[config.mk]
export PLATFORM = sky130hd
export DESIGN_NAME = ro_puf_response_ctrl
export DESIGN_NICKNAME = d
export VERILOG_FILES = /design/src/rtl/ro_puf_response_ctrl.sv
export SDC_FILE = /design/constraint.sdc
export NUM_CORES = 1
export LEC_CHECK = 0
export BUFFER_PORTS_ARGS = -buffer_cell sky130_fd_sc_hd__buf_2
export CAP_MARGIN = 0
export CORE_MARGIN = 2
export CORE_UTILIZATION = 47
export DETAILED_ROUTE_END_ITERATION = 10
export PLACE_DENSITY = 0.67
export SKIP_LAST_GASP = 1
export SYNTH_ARGS = -nofsm -noshare
export SYNTH_HDL_FRONTEND = slang
export SYNTH_SLANG_ARGS = --single-unit
[constraint.sdc]
create_clock -name clk -period 2.15 [get_ports clk]
set_clock_uncertainty 0.2 [all_clocks]
set_input_delay 0 -clock clk [delete_from_list [all_inputs] [get_ports clk]]
set_output_delay 0 -clock clk [all_outputs]
set_load 0.01 [all_outputs]
[src/rtl/ro_puf_response_ctrl.sv]
// ro_puf_response_ctrl
// Runs one race per response bit on the dual race counter and collects the
// results into a RESP_BITS-wide PUF response. For each bit it selects an
// oscillator pair, clears the counter pair, enables the race, and records
// which counter finished first. The finished word is held until the consumer
// acknowledges it.
//
// Ports
//   clk, rst      : clock; synchronous active-high reset
//   start         : begin a run (looked at only while idle)
//   finish[1:0]   : counter goal pulses, [0] = osc A, [1] = osc B
//   race_rst      : counter-pair clear (also high while rst is high)
//   race_en       : gates both oscillators into the counters
//   pair_sel      : index of the oscillator pair under test
//   busy          : high outside IDLE
//   resp          : response word, bit i from the race on pair i
//   resp_valid    : resp and flags are valid (held until resp_ack)
//   resp_ack      : consumer accepts the response
//   tie_seen      : sticky, some race in this run tied
//   timeout_seen  : sticky, some race in this run timed out
module ro_puf_response_ctrl #(
  parameter int RESP_BITS  = 16,
  parameter int SEL_W      = 4,
  parameter int CLR_CYCLES = 2,
  parameter int TIMEOUT    = 1023,
  parameter bit TIE_VAL    = 1'b0
) (
  input  logic                 clk,
  input  logic                 rst,
  input  logic                 start,
  input  logic [1:0]           finish,
  output logic                 race_rst,
  output logic                 race_en,
  output logic [SEL_W-1:0]     pair_sel,
  output logic                 busy,
  output logic [RESP_BITS-1:0] resp,
  output logic                 resp_valid,
  input  logic                 resp_ack,
  output logic                 tie_seen,
  output logic                 timeout_seen
);

  typedef enum logic [2:0] {
    S_IDLE  = 3'd0,
    S_CLEAR = 3'd1,
    S_RACE  = 3'd2,
    S_STORE = 3'd3,
    S_DONE  = 3'd4
  } state_t;

  localparam logic [3:0]       CLR_LAST = 4'(CLR_CYCLES - 1);
  localparam logic [15:0]      TO_LAST  = 16'(TIMEOUT - 1);
  localparam logic [SEL_W-1:0] SEL_LAST = SEL_W'(RESP_BITS - 1);

  state_t                 state_q, state_d;
  logic [SEL_W-1:0]       pair_sel_q, pair_sel_d;   // doubles as the bit index
  logic [RESP_BITS-1:0]   resp_q, resp_d;
  logic                   tie_q, tie_d;
  logic                   to_q, to_d;
  logic [3:0]             clr_cnt_q, clr_cnt_d;
  logic [15:0]            timer_q, timer_d;
  logic                   bit_q, bit_d;             // result of the last race

  // ---------------------------------------------------------------------------
  // State and datapath registers
  // ---------------------------------------------------------------------------
  always_ff @(posedge clk) begin
    if (rst) begin
      state_q    <= S_IDLE;
      pair_sel_q <= '0;
      resp_q     <= '0;
      tie_q      <= 1'b0;
      to_q       <= 1'b0;
      clr_cnt_q  <= '0;
      timer_q    <= '0;
      bit_q      <= 1'b0;
    end else begin
      state_q    <= state_d;
      pair_sel_q <= pair_sel_d;
      resp_q     <= resp_d;
      tie_q      <= tie_d;
      to_q       <= to_d;
      clr_cnt_q  <= clr_cnt_d;
      timer_q    <= timer_d;
      bit_q      <= bit_d;
    end
  end

  // ---------------------------------------------------------------------------
  // Next-state logic
  // ---------------------------------------------------------------------------
  always_comb begin
    state_d = state_q;
    case (state_q)
      S_IDLE:  if (start) state_d = S_CLEAR;
      S_CLEAR: if (clr_cnt_q == CLR_LAST) state_d = S_RACE;
      // Any finish pulse or the last allowed race cycle ends the race.
      S_RACE:  if ((finish != 2'b00) || (timer_q == TO_LAST)) state_d = S_STORE;
      S_STORE: state_d = (pair_sel_q == SEL_LAST) ? S_DONE : S_CLEAR;
      // start is not looked at here, so start+ack together just returns to IDLE.
      S_DONE:  if (resp_ack) state_d = S_IDLE;
      default: state_d = S_IDLE;
    endcase
  end

  // ---------------------------------------------------------------------------
  // Datapath update
  // ---------------------------------------------------------------------------
  always_comb begin
    pair_sel_d = pair_sel_q;
    resp_d     = resp_q;
    tie_d      = tie_q;
    to_d       = to_q;
    clr_cnt_d  = clr_cnt_q;
    timer_d    = timer_q;
    bit_d      = bit_q;
    case (state_q)
      S_IDLE: begin
        // resp is kept in IDLE and only wiped when a new run begins.
        if (start) begin
          pair_sel_d = '0;
          resp_d     = '0;
          tie_d      = 1'b0;
          to_d       = 1'b0;
          clr_cnt_d  = '0;
        end
      end
      S_CLEAR: begin
        clr_cnt_d = clr_cnt_q + 4'd1;
        if (clr_cnt_q == CLR_LAST) timer_d = '0;
      end
      S_RACE: begin
        timer_d = timer_q + 16'd1;
        // A finish pulse wins over a timeout that falls on the same cycle.
        case (finish)
          2'b01: bit_d = 1'b0;
          2'b10: bit_d = 1'b1;
          2'b11: begin
            bit_d = TIE_VAL;
            tie_d = 1'b1;
          end
          default: begin
            if (timer_q == TO_LAST) begin
              bit_d = 1'b0;
              to_d  = 1'b1;
            end
          end
        endcase
      end
      S_STORE: begin
        for (int i = 0; i < RESP_BITS; i++) begin
          if (pair_sel_q == SEL_W'(i)) resp_d[i] = bit_q;
        end
        // pair_sel only moves here (race_en low), never during a race.
        if (pair_sel_q != SEL_LAST) begin
          pair_sel_d = pair_sel_q + SEL_W'(1);
          clr_cnt_d  = '0;
        end
      end
      default: ;
    endcase
  end

  // ---------------------------------------------------------------------------
  // Outputs
  // ---------------------------------------------------------------------------
  always_comb begin
    // rst feeds race_rst directly so the counters are cleared during reset.
    race_rst   = rst | (state_q == S_CLEAR);
    race_en    = (state_q == S_RACE);
    busy       = (state_q != S_IDLE);
    resp_valid = (state_q == S_DONE);
  end

  assign pair_sel     = pair_sel_q;
  assign resp         = resp_q;
  assign tie_seen     = tie_q;
  assign timeout_seen = to_q;

endmodule

Yosys cells after proc, flatten, opt, wreduce, memory -nomap -nowiden

Cells that the tools add are included.

Bits in registers: 46
Input port bits: 6

Add/sub/neg operators: 3
Eq/ne operators: 49
Muxes and demuxes: 39
Bitwise operators: 1
Reduce and logical (&&, ||, !) cells: 35

Operator list:

| cell                                                                    | number |
|---|---|
| 16-bit one-hot mux with 2 select lines                                  | 2 |
| 3-bit AND reduction                                                     | 19 |
| 2-bit != test, second input constant                                    | 20 |
| 4-bit equality test, second input constant                              | 8 |
| 16-bit 2-to-1 mux                                                       | 2 |
| 1-bit 2-to-1 mux                                                        | 21 |
| 16-bit by 1-bit adder with 16-bit output, second input constant         | 1 |
| 16-bit by 10-bit equality test with 1-bit output, second input constant | 1 |
| 4-bit by 3-bit equality test with 1-bit output, second input constant   | 4 |
| 3-bit 2-to-1 mux                                                        | 5 |
| 3-bit one-hot mux with 5 select lines                                   | 1 |
| 4-bit 2-to-1 mux                                                        | 3 |
| 4-bit one-hot mux with 3 select lines                                   | 1 |
| 3-bit nonzero test                                                      | 3 |
| 4-bit by 1-bit adder with 4-bit output, second input constant           | 2 |
| 4-bit by 1-bit equality test with 1-bit output, second input constant   | 2 |
| 4-bit by 2-bit equality test with 1-bit output, second input constant   | 2 |
| 2-bit by 1-bit != test with 1-bit output, second input constant         | 4 |
| 4-bit one-hot mux with 2 select lines                                   | 1 |
| 4-bit AND reduction                                                     | 2 |
| 2-bit nonzero test                                                      | 4 |
| 3-bit by 2-bit equality test with 1-bit output, second input constant   | 2 |
| 1-bit one-hot mux with 2 select lines                                   | 3 |
| 2-bit equality test, second input constant                              | 2 |
| other kinds (11)                                                        | 12 |

Logic depth before layout (Yosys ltp)

Gate-level depths: netlist (run 1).

Depth in word-level cells: 4
Depth in mapped cells: 6
Mapped depth without buffers: 6

Worst setup path before layout (run 1)

Ideal clock, no wire load.

Kind: reg-to-reg
From: register pair_sel_q[0], in the netlist pair_sel[0]
To: register clr_cnt_q[2]
Library setup time: 131 ps
Data arrival time: 1612 ps
Setup slack: 207 ps
Stages on the path, launching flop included: 7
Path buffers: 1
Path through: dfxtp_1 ha_1 clkbuf_1 and3_1 a221oi_1 o211a_1 nor3_1

Word-level cells in the longest chain between the ends: 3

Ends and longest elaborated chain:

| what                                 | RTL line | RTL |
|---|---|---|
| from (decl)                          | 56       | `logic [SEL_W-1:0] pair_sel_q, pair_sel_d;` |
| from (signal assigned)               | 79       | `pair_sel_q <= pair_sel_d;` |
| 4-bit != test                        | 155      | `if (pair_sel_q != SEL_LAST) begin` |
| 2-bit != test (no source line)       | -        |  |
| 3-bit AND reduction (no source line) | -        |  |
| to (signal assigned)                 | 83       | `clr_cnt_q <= clr_cnt_d;` |
| to (decl)                            | 60       | `logic [3:0] clr_cnt_q, clr_cnt_d;` |

No other way between the ends.
A chain may end at the register's enable or synchronous reset.

Final worst setup path (run 1)

From: register state_q[0]
To: register tie_q, in the netlist tie_seen

Word-level cells in the longest chain between the ends: 3
Elaborated cells between the ends (all ways): 7
Classes of those cells: eq/ne (3); mux (1); reduce/logical (3)

Ends and longest elaborated chain:

| what                                                                                       | RTL line | RTL |
|---|---|---|
| from (decl)                                                                                | 55       | `state_t state_q, state_d;` |
| from (signal assigned)                                                                     | 78       | `state_q <= state_d;` |
| 3-bit by 2-bit equality test with 1-bit output / 3-bit logical NOT (equally long branches) | 117      | `case (state_q)` |
| 2-bit by 1-bit != test with 1-bit output (no source line), or another cell as far along    | -        |  |
| 3-bit AND reduction (no source line)                                                       | -        |  |
| to (signal assigned)                                                                       | 81       | `tie_q <= tie_d;` |
| to (decl)                                                                                  | 58       | `logic tie_q, tie_d;` |

Parallel ways exist; a longest one is shown, timed or not.

==> out/summary.txt, run 1 <==
Fraction of the mapped netlist area in adder cells: 4.27%
Height of the die: 74.6 µm
Hold violation total from the final report: 0
Mean Syn Cell Area: 8.05 µm²
Wire length of the first global-routing pass: 9280 µm
Unrepaired setup endpoints after global routing: no
Syn nets: 305
H-tree depth: 2
Number of global-route vias before repair: 1944
Leakage power: 1.12 nW
List of cells traversed by the critical path: buf_4 -> nor3_1 -> nand2_1 -> a32oi_1 -> dlygate4sd3_1 -> nor2_1
Flip-flop cell with the highest count after synthesis: sky130_fd_sc_hd__dfxtp_1
Clock sink count: 46
Required time worst endpoint: 2.12 ns
Dpl ws: 0.263 ns
Count of cells resized by post-cts repair: 0
Synth Area in Compound Gates: 23.8%
Final Setup Violations: 0
Max cap viols: 0
Antenna-violating nets left: 0
Number of max-slew violations in the final report: 0
Count of TritonRoute iterations in the first routing pass: 4
Clk Latency, worst-skew pair: 0.29 ns
GP Congestion: 0.794
Cell variety after synth: 49
Post-CTS setup buffer count: 0
Count of cells along the worst register-to-register path: 6
Port Buf Inserts: 31
Placed wire-length estimate: 3910 µm
Cell chosen for the clock root: sky130_fd_sc_hd__clkbuf_8
Number of flops mapped to enable cells by yosys: 0
Final period utilization: 94.0%
Core box area: 4750 µm²
Instance count after placement with tap cells included: 382
Final net count: 342
Share of final-layout standard cells stronger than drive strength 1: 18.0%
Class of the tightest hold or removal check: in -> reg
Delay contributed by the slowest stage of the critical path: 0.58 ns
Die boundary width: 74.6 µm
GR Overflow Total: 0
Detailed Route WL: 5510 µm
Vias per std cell: 5.56
Combined global-route utilization of all metal layers: 21.4%
Largest voltage drop on the vdd net: 0.317 mV
Area growth from synthesis to layout: 16.2%
Highest fanout seen on the critical path: 8
Die ar.: 5570 µm²
TritonCTS clock tree: done
Total of warnings raised by yosys: 0
TNS Setup: 0 ns
Run status: completed
Startpoint types: flip-flop
Main combinational cell family by area after synthesis: simple AND/OR/NAND/NOR gates
Crit end category: flip-flop
Worst hold path depth: 4
Worst-path cell with the longest stage delay: sky130_fd_sc_hd__dlygate4sd3_1
Proportion of synthesized flip-flops having asynchronous set or reset: 0%
Sequential element share of the synthesized area: 39.3%
Detailed-route DRC error count: 0
Core Rows: 25
Initial DRC Count: 130
Highest achievable clock rate: 0.495 GHz
Shortest clock period the worst path allows after layout: 2.02 ns
Worst setup margin: 0.130 ns
Post-DR wirelength/cell: 13.9 µm
CP Data Arrival Time: 1.99 ns
PwrDens: 581 nW/µm²
Number of standard cells in the layout, taps in and fillers out: 395
Portion of netlist area occupied by mux cells: 2.62%
Initial antenna violation count: 0
Starting Density: 49.3%
Via count: 2197
Number of antenna repair diodes: 0
Slew at the pin closest to its max-slew limit: 0.539 ns
Pin count of the biggest net entering global routing: 28
Maximum root-to-sink buffer count: 2
Post-synthesis instance total: 291
Synth Cell Area: 2340 µm²
Number of ports placed on the die boundary: 32
FF+latch count, synth: 46
CTS clk-pin slew, worst paths: 0.08 ns
Slew margin rel.: 64.1%
Critical Setup Path Class: reg -> reg
Post-Route Utilization: 57.3%
Xor/xnor cell area share of the yosys netlist: 0.747%
Post-synthesis simple-gate area fraction: 24.0%
Number of buffers created by CTS: 5
-- cells in the mapped netlist (all sizes together) (5+ instances only) --
| master | instances | area [µm²] |
|---|---|---|
| a31oi | 5 | 31.3 |
| nand3 | 8 | 40.0 |
| nand2 | 35 | 139 |
| dfxtp | 46 | 921 |
| inv | 7 | 26.3 |
| o211ai | 5 | 37.5 |
| nor3 | 6 | 30.0 |
| or2 | 5 | 31.3 |
| o21ai | 21 | 105 |
| ha | 8 | 100 |
| a21oi | 45 | 225 |
| mux2i | 5 | 50.1 |
| clkbuf | 12 | 45.0 |
| nor2 | 17 | 63.8 |
| buf | 8 | 47.5 |
-- report_power, final --
part / internal (mW) / switching (mW)
sequential: 0.862 / 0.0110
combinational: 0.0821 / 0.125
clock: 0.224 / 0.277
total: 1.17 / 0.413
-- cell families (layout without fill, tap and decap cells) --
kind of cell,after synthesis,count (layout)
XOR/XNOR,2,2
flip-flops,46,46
AO/OA/AOI/OAI,94,94
AND/OR/NAND/NOR,107,107
multiplexers,6,6
adder cells (fa/ha/maj),8,8
buffers and inverters,28,65
-- layout make-up --
type	instances	area, µm²
fillers	488	2030
multi-input cells	217	1300
flip-flops and latches	46	921
repair buffers	50	313
well taps	67	83.8
clock buffers	7	76.3
inverters	8	31.3
-- worst paths after layout --
kind / startpoint / endpoint / slack [ns]
max: state_q[0]$_SDFFE_PP0P_ / tie_seen$_SDFFE_PP0P_ / 0.13
min: resp_ack / state_q[0]$_SDFFE_PP0P_ / 0.06
max reg2reg: state_q[0]$_SDFFE_PP0P_ / tie_seen$_SDFFE_PP0P_ / 0.13
min reg2reg: timeout_seen$_SDFFE_PP0P_ / timeout_seen$_SDFFE_PP0P_ / 0.26
-- layer usage --
metal  global-route usage, %  share of wire [%]  wire, µm  vias to the layer above
met4                    4.96               0.58        32                        0
met1                    32.5                 50      2780                     1015
met2                    31.3                 43      2390                       53
met3                    4.02                5.6       306                        4
li1                        -                  -         -                     1125
met5                       0                  0         0                        -
-- per-stage QoR --
stage	hold slack (ns)	cell area, µm²	power, mW
6_report	0.0612	2720	1.58
5_1_grt	0.106	2720	1.65
4_1_cts	0.0431	2720	1.59
3_5_place_dp	0.133	2590	1.09
3_3_place_gp	0.116	2590	1.09
2_1_floorplan	-0.0723	2340	1.03
-- layout by cell type (no fill, tap or decap), types with 3 or more instances in the layout --
cell | synthesis | layout
sky130_fd_sc_hd__a211oi_1 | 4 | 4
sky130_fd_sc_hd__a21oi_1 | 45 | 45
sky130_fd_sc_hd__a31oi_1 | 5 | 5
sky130_fd_sc_hd__and3_1 | 4 | 4
sky130_fd_sc_hd__and4_1 | 3 | 3
sky130_fd_sc_hd__buf_2 | 5 | 31
sky130_fd_sc_hd__buf_4 | 1 | 13
sky130_fd_sc_hd__clkbuf_8 | 0 | 5
sky130_fd_sc_hd__dfxtp_1 | 46 | 46
sky130_fd_sc_hd__dlygate4sd3_1 | 0 | 6
sky130_fd_sc_hd__ha_1 | 8 | 8
sky130_fd_sc_hd__inv_1 | 7 | 7
sky130_fd_sc_hd__mux2i_1 | 5 | 5
sky130_fd_sc_hd__nand2_1 | 34 | 34
sky130_fd_sc_hd__nand3_1 | 8 | 8
sky130_fd_sc_hd__nand3b_1 | 3 | 3
sky130_fd_sc_hd__nand4_1 | 4 | 4
sky130_fd_sc_hd__nor2_1 | 17 | 17
sky130_fd_sc_hd__nor2b_1 | 4 | 4
sky130_fd_sc_hd__nor3_1 | 6 | 6
sky130_fd_sc_hd__nor3b_1 | 4 | 4
sky130_fd_sc_hd__o211ai_1 | 5 | 5
sky130_fd_sc_hd__o21ai_0 | 21 | 21
sky130_fd_sc_hd__or2_2 | 5 | 5
sky130_fd_sc_hd__or3_1 | 3 | 3
-- critical path, delay by kind of cell (launching register included) --
family | cells | cell delay, ns
DFF | 1 | 0.35
buffers and inverters | 2 | 0.76
AOI/OAI and AO/OA | 1 | 0.17
and+or+nand+nor | 3 | 0.43
-- state kept, by name, summed over array words and instances (netlist names) --
name          flops
tie_seen          1
timer_q          16
pair_sel          4
state_q           3
bit_q             1
resp             16
timeout_seen      1
clr_cnt_q         4
-- repair_timing --
| action | 4_1_cts | 5_1_grt |
|---|---|---|
| hold endpoints to repair | 10 | 0 |
| endpoints found under the setup margin | 0 | 0 |
| hold buffers | 6 | 0 |
Power figures use the tool's default switching activity.
==> run 2, diff against run 1 <==
==> constraint.sdc (replaced) <==
create_clock -name clk -period 1.9 [get_ports clk]
set_clock_uncertainty 0.2 [all_clocks]
set_input_delay 0 -clock clk [delete_from_list [all_inputs] [get_ports clk]]
set_output_delay 0 -clock clk [all_outputs]
set_load 0.01 [all_outputs]
==> out/summary.txt, run 2 (synthesis gave the netlist of run 1 again) <==
Final Setup Violations: 0
Detailed Route WL: 5530 µm
Number of buffers created by CTS: 5
Post-Route Utilization: 60.2%
Count of cells along the worst register-to-register path: 5
Via count: 2254
Vias per std cell: 5.52
Run status: completed
Startpoint types: flip-flop
Die boundary width: 74.6 µm
Antenna-violating nets left: 0
Number of standard cells in the layout, taps in and fillers out: 408
Core Rows: 25
Die ar.: 5570 µm²
Area growth from synthesis to layout: 22.1%
Share of final-layout standard cells stronger than drive strength 1: 24.0%
Final period utilization: 93.6%
Port Buf Inserts: 31
Unrepaired setup endpoints after global routing: no
CP Data Arrival Time: 1.80 ns
Class of the tightest hold or removal check: in -> reg
Instance count after placement with tap cells included: 396
TNS Setup: 0 ns
Top cell family by delay on the critical path: compound AO/OA/AOI/OAI gates
Number of max-slew violations in the final report: 0
Core box area: 4750 µm²
Most frequent cells in the layout: sky130_fd_sc_hd__dfxtp_1, sky130_fd_sc_hd__a21oi_1, sky130_fd_sc_hd__nand2_1
R2r endpoint: state_q[0]$_SDFFE_PP0P_
Storage cell area: 922 µm²
Shortest clock period the worst path allows after layout: 1.78 ns
TritonCTS clock tree: done
Combined global-route utilization of all metal layers: 22.0%
Reg2Reg Setup Slack: 0.12 ns
Initial antenna violation count: 0
GR Overflow Total: 0
Required time worst endpoint: 1.92 ns
PwrDens: 688 nW/µm²
List of cells traversed by the critical path: buf_4 -> mux2_2 -> o32ai_2 -> o21ba_1 -> a211oi_1
H-tree depth: 2
Post-DR wirelength/cell: 13.6 µm
Slew margin rel.: 69.2%
Area used by multi-input combinational logic: 1320 µm²
Worst min-delay path endpoint: state_q[0]$_SDFFE_PP0P_
Critical hold path startpoint: resp_ack
Delay contributed by the slowest stage of the critical path: 0.37 ns
Cell area after placement: 2700 µm²
Maximum root-to-sink buffer count: 2
Highest fanout seen on the critical path: 12
GP Congestion: 0.830
Worst-path cell with the longest stage delay: sky130_fd_sc_hd__mux2_2
Hold violation total from the final report: 0
Number of antenna repair diodes: 0
Starting Density: 49.3%
Post-CTS setup buffer count: 0
Wire length of the first global-routing pass: 9540 µm
Most common cell after layout, fill and taps aside: sky130_fd_sc_hd__dfxtp_1
Reg-to-reg startpoint: state_q[2]$_SDFFE_PP0P_
Count of TritonRoute iterations in the first routing pass: 5
CTS clk-pin slew, worst paths: 0.09 ns
Max cap viols: 0
Number of ports placed on the die boundary: 32
Height of the die: 74.6 µm
Detailed-route DRC error count: 0
Highest achievable clock rate: 0.562 GHz
Pin count of the biggest net entering global routing: 20
Worst hold slack across all endpoints: 0.0131 ns
Cell chosen for the clock root: sky130_fd_sc_hd__clkbuf_8
Worst hold path depth: 4
Final net count: 354
Placed wire-length estimate: 3950 µm
Initial DRC Count: 110
Final design area excluding fillers: 2860 µm²
Leakage power: 1.21 nW
Slew at the pin closest to its max-slew limit: 0.459 ns
Crit end category: flip-flop
Clk Latency, worst-skew pair: 0.31 ns
Clock sink count: 46
Largest voltage drop on the vdd net: 0.529 mV
Number of filler cells placed in the layout: 455
Number of global-route vias before repair: 2028
Crit path buf inv count: 1
Critical Setup Path Class: reg -> reg
[run 2: area by class of cell]
type | count | area share (%)
tap | 67 | 2.93
clock buffer | 5 | 2.40
sequential | 46 | 32.2
multi-input combinational | 217 | 46.0
timing repair buffer | 62 | 13.9
inverter | 8 | 1.09
clock inverter | 3 | 1.40
[run 2: per-stage QoR]
step                total power [mW]  worst slack, ns
finish                          1.97            0.121
global route                    2.07           0.0150
CTS                             1.98           0.0446
detailed placement              1.25           0.0615
global placement                1.25           0.0813
floorplan                       1.16           0.0532
[run 2: where the power goes]
part           internal [mW]  total, mW  switching [mW]
Combinational          0.107      0.249           0.143
Clock                  0.387      0.732           0.345
Sequential             0.976      0.988          0.0118
Total                   1.47       1.97           0.499
[run 2: timing repair]
item                                   in CTS  in global routing
endpoints found under the hold margin      15                  0
resized for setup                           0                  6
hold buffers                                4                  0
setup endpoints to repair                   0                 21
[run 2: tightest hold or removal path: cells and delay by family]
| kind | cells | cell delay (ns) |
|---|---|---|
| compound gates | 2 | 0.23 |
| buf+inv | 1 | 0.08 |
| mux | 1 | 0.16 |
[run 2: worst max path at each step]
stage / startpoint / endpoint / slack (ns) / cells past startpoint
floorplan: state_q[2]$_SDFFE_PP0P_ / state_q[0]$_SDFFE_PP0P_ / 0.05 / 5
global placement: state_q[0]$_SDFFE_PP0P_ / resp[5]$_SDFFE_PP0P_ / 0.08 / 4
detailed placement: state_q[0]$_SDFFE_PP0P_ / resp[10]$_SDFFE_PP0P_ / 0.06 / 4
CTS: state_q[0]$_SDFFE_PP0P_ / resp[10]$_SDFFE_PP0P_ / 0.04 / 4
global route: state_q[0]$_SDFFE_PP0P_ / pair_sel[1]$_SDFFE_PP0P_ / 0.02 / 4
finish: state_q[2]$_SDFFE_PP0P_ / state_q[0]$_SDFFE_PP0P_ / 0.12 / 5
[run 2: metal layers]
layer  global-route usage [%]  share of wire [%]  vias to the layer above
met5                        0                  0                        -
li1                         -                  -                     1149
met1                     31.2                 48                     1046
met3                     5.76                6.0                        5
met2                     33.3                 45                       54
met4                     6.35               0.99                        0
==> run 3, diff against run 2 <==
==> constraint.sdc (replaced) <==
create_clock -name clk -period 1.93 [get_ports clk]
set_clock_uncertainty 0.2 [all_clocks]
set_input_delay 0 -clock clk [delete_from_list [all_inputs] [get_ports clk]]
set_output_delay 0 -clock clk [all_outputs]
set_load 0.01 [all_outputs]
==> out/summary.txt, run 3 (synthesis gave the netlist of run 1 again) <==
Run status: completed
Antenna-violating nets left: 0
Highest achievable clock rate: 0.546 GHz
Die ar.: 5570 µm²
PwrDens: 654 nW/µm²
Maximum root-to-sink buffer count: 2
Initial antenna violation count: 0
Dpl ws: 0.0797 ns
Most common cell after layout, fill and taps aside: sky130_fd_sc_hd__dfxtp_1
Final net count: 350
Final Setup Violations: 0
Sw power: 483 µW
CTS clk-pin slew, worst paths: 0.08 ns
Final period utilization: 94.9%
Initial DRC Count: 117
TritonCTS clock tree: done
Number of max-slew violations in the final report: 0
Post-Route Utilization: 59.0%
R2r endpoint: state_q[0]$_SDFFE_PP0P_
Highest fanout seen on the critical path: 12
Number of buffers created by CTS: 5
Detailed Route WL: 5560 µm
Share of final-layout standard cells stronger than drive strength 1: 22.3%
List of cells traversed by the critical path: buf_4 -> mux2_2 -> o32ai_2 -> o21ba_1 -> a211oi_1
Required time worst endpoint: 1.96 ns
GP Congestion: 0.868
Cell area after placement: 2670 µm²
Reg-to-reg startpoint: state_q[2]$_SDFFE_PP0P_
Number of antenna repair diodes: 0
Worst min-delay path endpoint: state_q[0]$_SDFFE_PP0P_
Part of the power in registers: 52.8%
Clk pwr share: 33.5%
Unrepaired setup endpoints after global routing: no
Core box area: 4750 µm²
Core Rows: 25
Wire length of the first global-routing pass: 9160 µm
Clk Latency, worst-skew pair: 0.31 ns
CP Data Arrival Time: 1.86 ns
Post-DR wirelength/cell: 13.8 µm
Final design area excluding fillers: 2810 µm²
Most frequent cells in the layout: sky130_fd_sc_hd__dfxtp_1, sky130_fd_sc_hd__a21oi_1, sky130_fd_sc_hd__nand2_1
Worst hold path depth: 4
Critical hold path startpoint: resp_ack
Top cell family by delay on the critical path: compound AO/OA/AOI/OAI gates
Via count: 2250
Delay contributed by the slowest stage of the critical path: 0.36 ns
Placed wire-length estimate: 4050 µm
Largest voltage drop on the vdd net: 0.341 mV
Slew margin rel.: 69.9%
Critical Setup Path Class: reg -> reg
Port Buf Inserts: 31
Number of filler cells placed in the layout: 475
Reg2Reg Setup Slack: 0.1 ns
Worst setup margin: 0.0975 ns
Worst-path cell with the longest stage delay: sky130_fd_sc_hd__mux2_2
Crit end category: flip-flop
Leakage power: 1.18 nW
Cell Int Power: 1.35 mW
Clock sink count: 46
Slew at the pin closest to its max-slew limit: 0.449 ns
Startpoint types: flip-flop
Count of TritonRoute iterations in the first routing pass: 5
Cell chosen for the clock root: sky130_fd_sc_hd__clkbuf_8
Vias per std cell: 5.57
Die boundary width: 74.6 µm
TNS Setup: 0 ns
Logic depth of the worst setup path including buffers: 5
Pin count of the biggest net entering global routing: 18
Max cap viols: 0
Number of ports placed on the die boundary: 32
Crit path buf inv count: 1
Count of cells along the worst register-to-register path: 5
Combined global-route utilization of all metal layers: 21.3%
Area growth from synthesis to layout: 19.8%
Hold violation total from the final report: 0
Comb power frac: 13.6%
H-tree depth: 2
Class of the tightest hold or removal check: in -> reg
Starting Density: 49.3%
Height of the die: 74.6 µm
Post-CTS setup buffer count: 0
Detailed-route DRC error count: 0
Switching Fraction: 26.3%
Number of global-route vias before repair: 1965
GR Overflow Total: 0
Shortest clock period the worst path allows after layout: 1.83 ns
Worst hold slack across all endpoints: 0.00519 ns
-- run 3: what timing repair did --
item	4_1_cts	5_1_grt
endpoints found under the setup margin	0	12
endpoints found under the hold margin	17	0
resized for setup	0	3
hold buffers	4	0
-- run 3: layout make-up --
class                      instances  area, µm²  share of cell area (%)
timing repair buffer              58        368                    13.1
multi-input combinational        217       1310                    46.7
clock inverter                     1       5.00                   0.178
clock buffer                       7       86.3                    3.08
inverter                           8       31.3                    1.11
sequential                        46        921                    32.8
tap                               67       83.8                    2.99
-- run 3: power groups by stage --
| stage | Combinational (mW) | Sequential (mW) | Clock, mW |
|---|---|---|---|
| after floorplan | 0.152 | 0.994 | 0 |
| after global placement | 0.239 | 0.992 | 0 |
| after detailed placement | 0.240 | 0.992 | 0 |
| after CTS | 0.248 | 0.970 | 0.636 |
| after global routing | 0.275 | 0.972 | 0.664 |
| final | 0.250 | 0.970 | 0.616 |
-- run 3: metrics by stage --
| step | total power, mW | instances |
|---|---|---|
| 6_report | 1.84 | 404 |
| 5_1_grt | 1.91 | 404 |
| 4_1_cts | 1.85 | 404 |
| 3_5_place_dp | 1.23 | 392 |
| 3_3_place_gp | 1.23 | 392 |
| 2_1_floorplan | 1.15 | 291 |
-- run 3: worst max-delay path by stage --
stage / from / end
2_1_floorplan: state_q[2]$_SDFFE_PP0P_ / state_q[0]$_SDFFE_PP0P_
3_5_place_dp: clr_cnt_q[1]$_SDFFE_PP0P_ / timer_q[5]$_SDFFE_PP0P_
3_3_place_gp: state_q[2]$_SDFFE_PP0P_ / state_q[0]$_SDFFE_PP0P_
6_report: state_q[2]$_SDFFE_PP0P_ / state_q[0]$_SDFFE_PP0P_
4_1_cts: clr_cnt_q[1]$_SDFFE_PP0P_ / timer_q[5]$_SDFFE_PP0P_
5_1_grt: state_q[2]$_SDFFE_PP0P_ / state_q[0]$_SDFFE_PP0P_
-- run 3: worst min-delay path: cells and delay by family --
family                 cells  cell delay, ns
buffers and inverters      1            0.08
AO/OA/AOI/OAI              2            0.22
multiplexers               1            0.16
-- run 3: layer usage --
metal,track usage [%],vias to the layer above,routed length [µm]
met5,0,-,0
met4,8.93,0,95
met3,3.48,9,254
met2,32.0,63,2550
met1,30.4,1041,2660
li1,-,1137,-
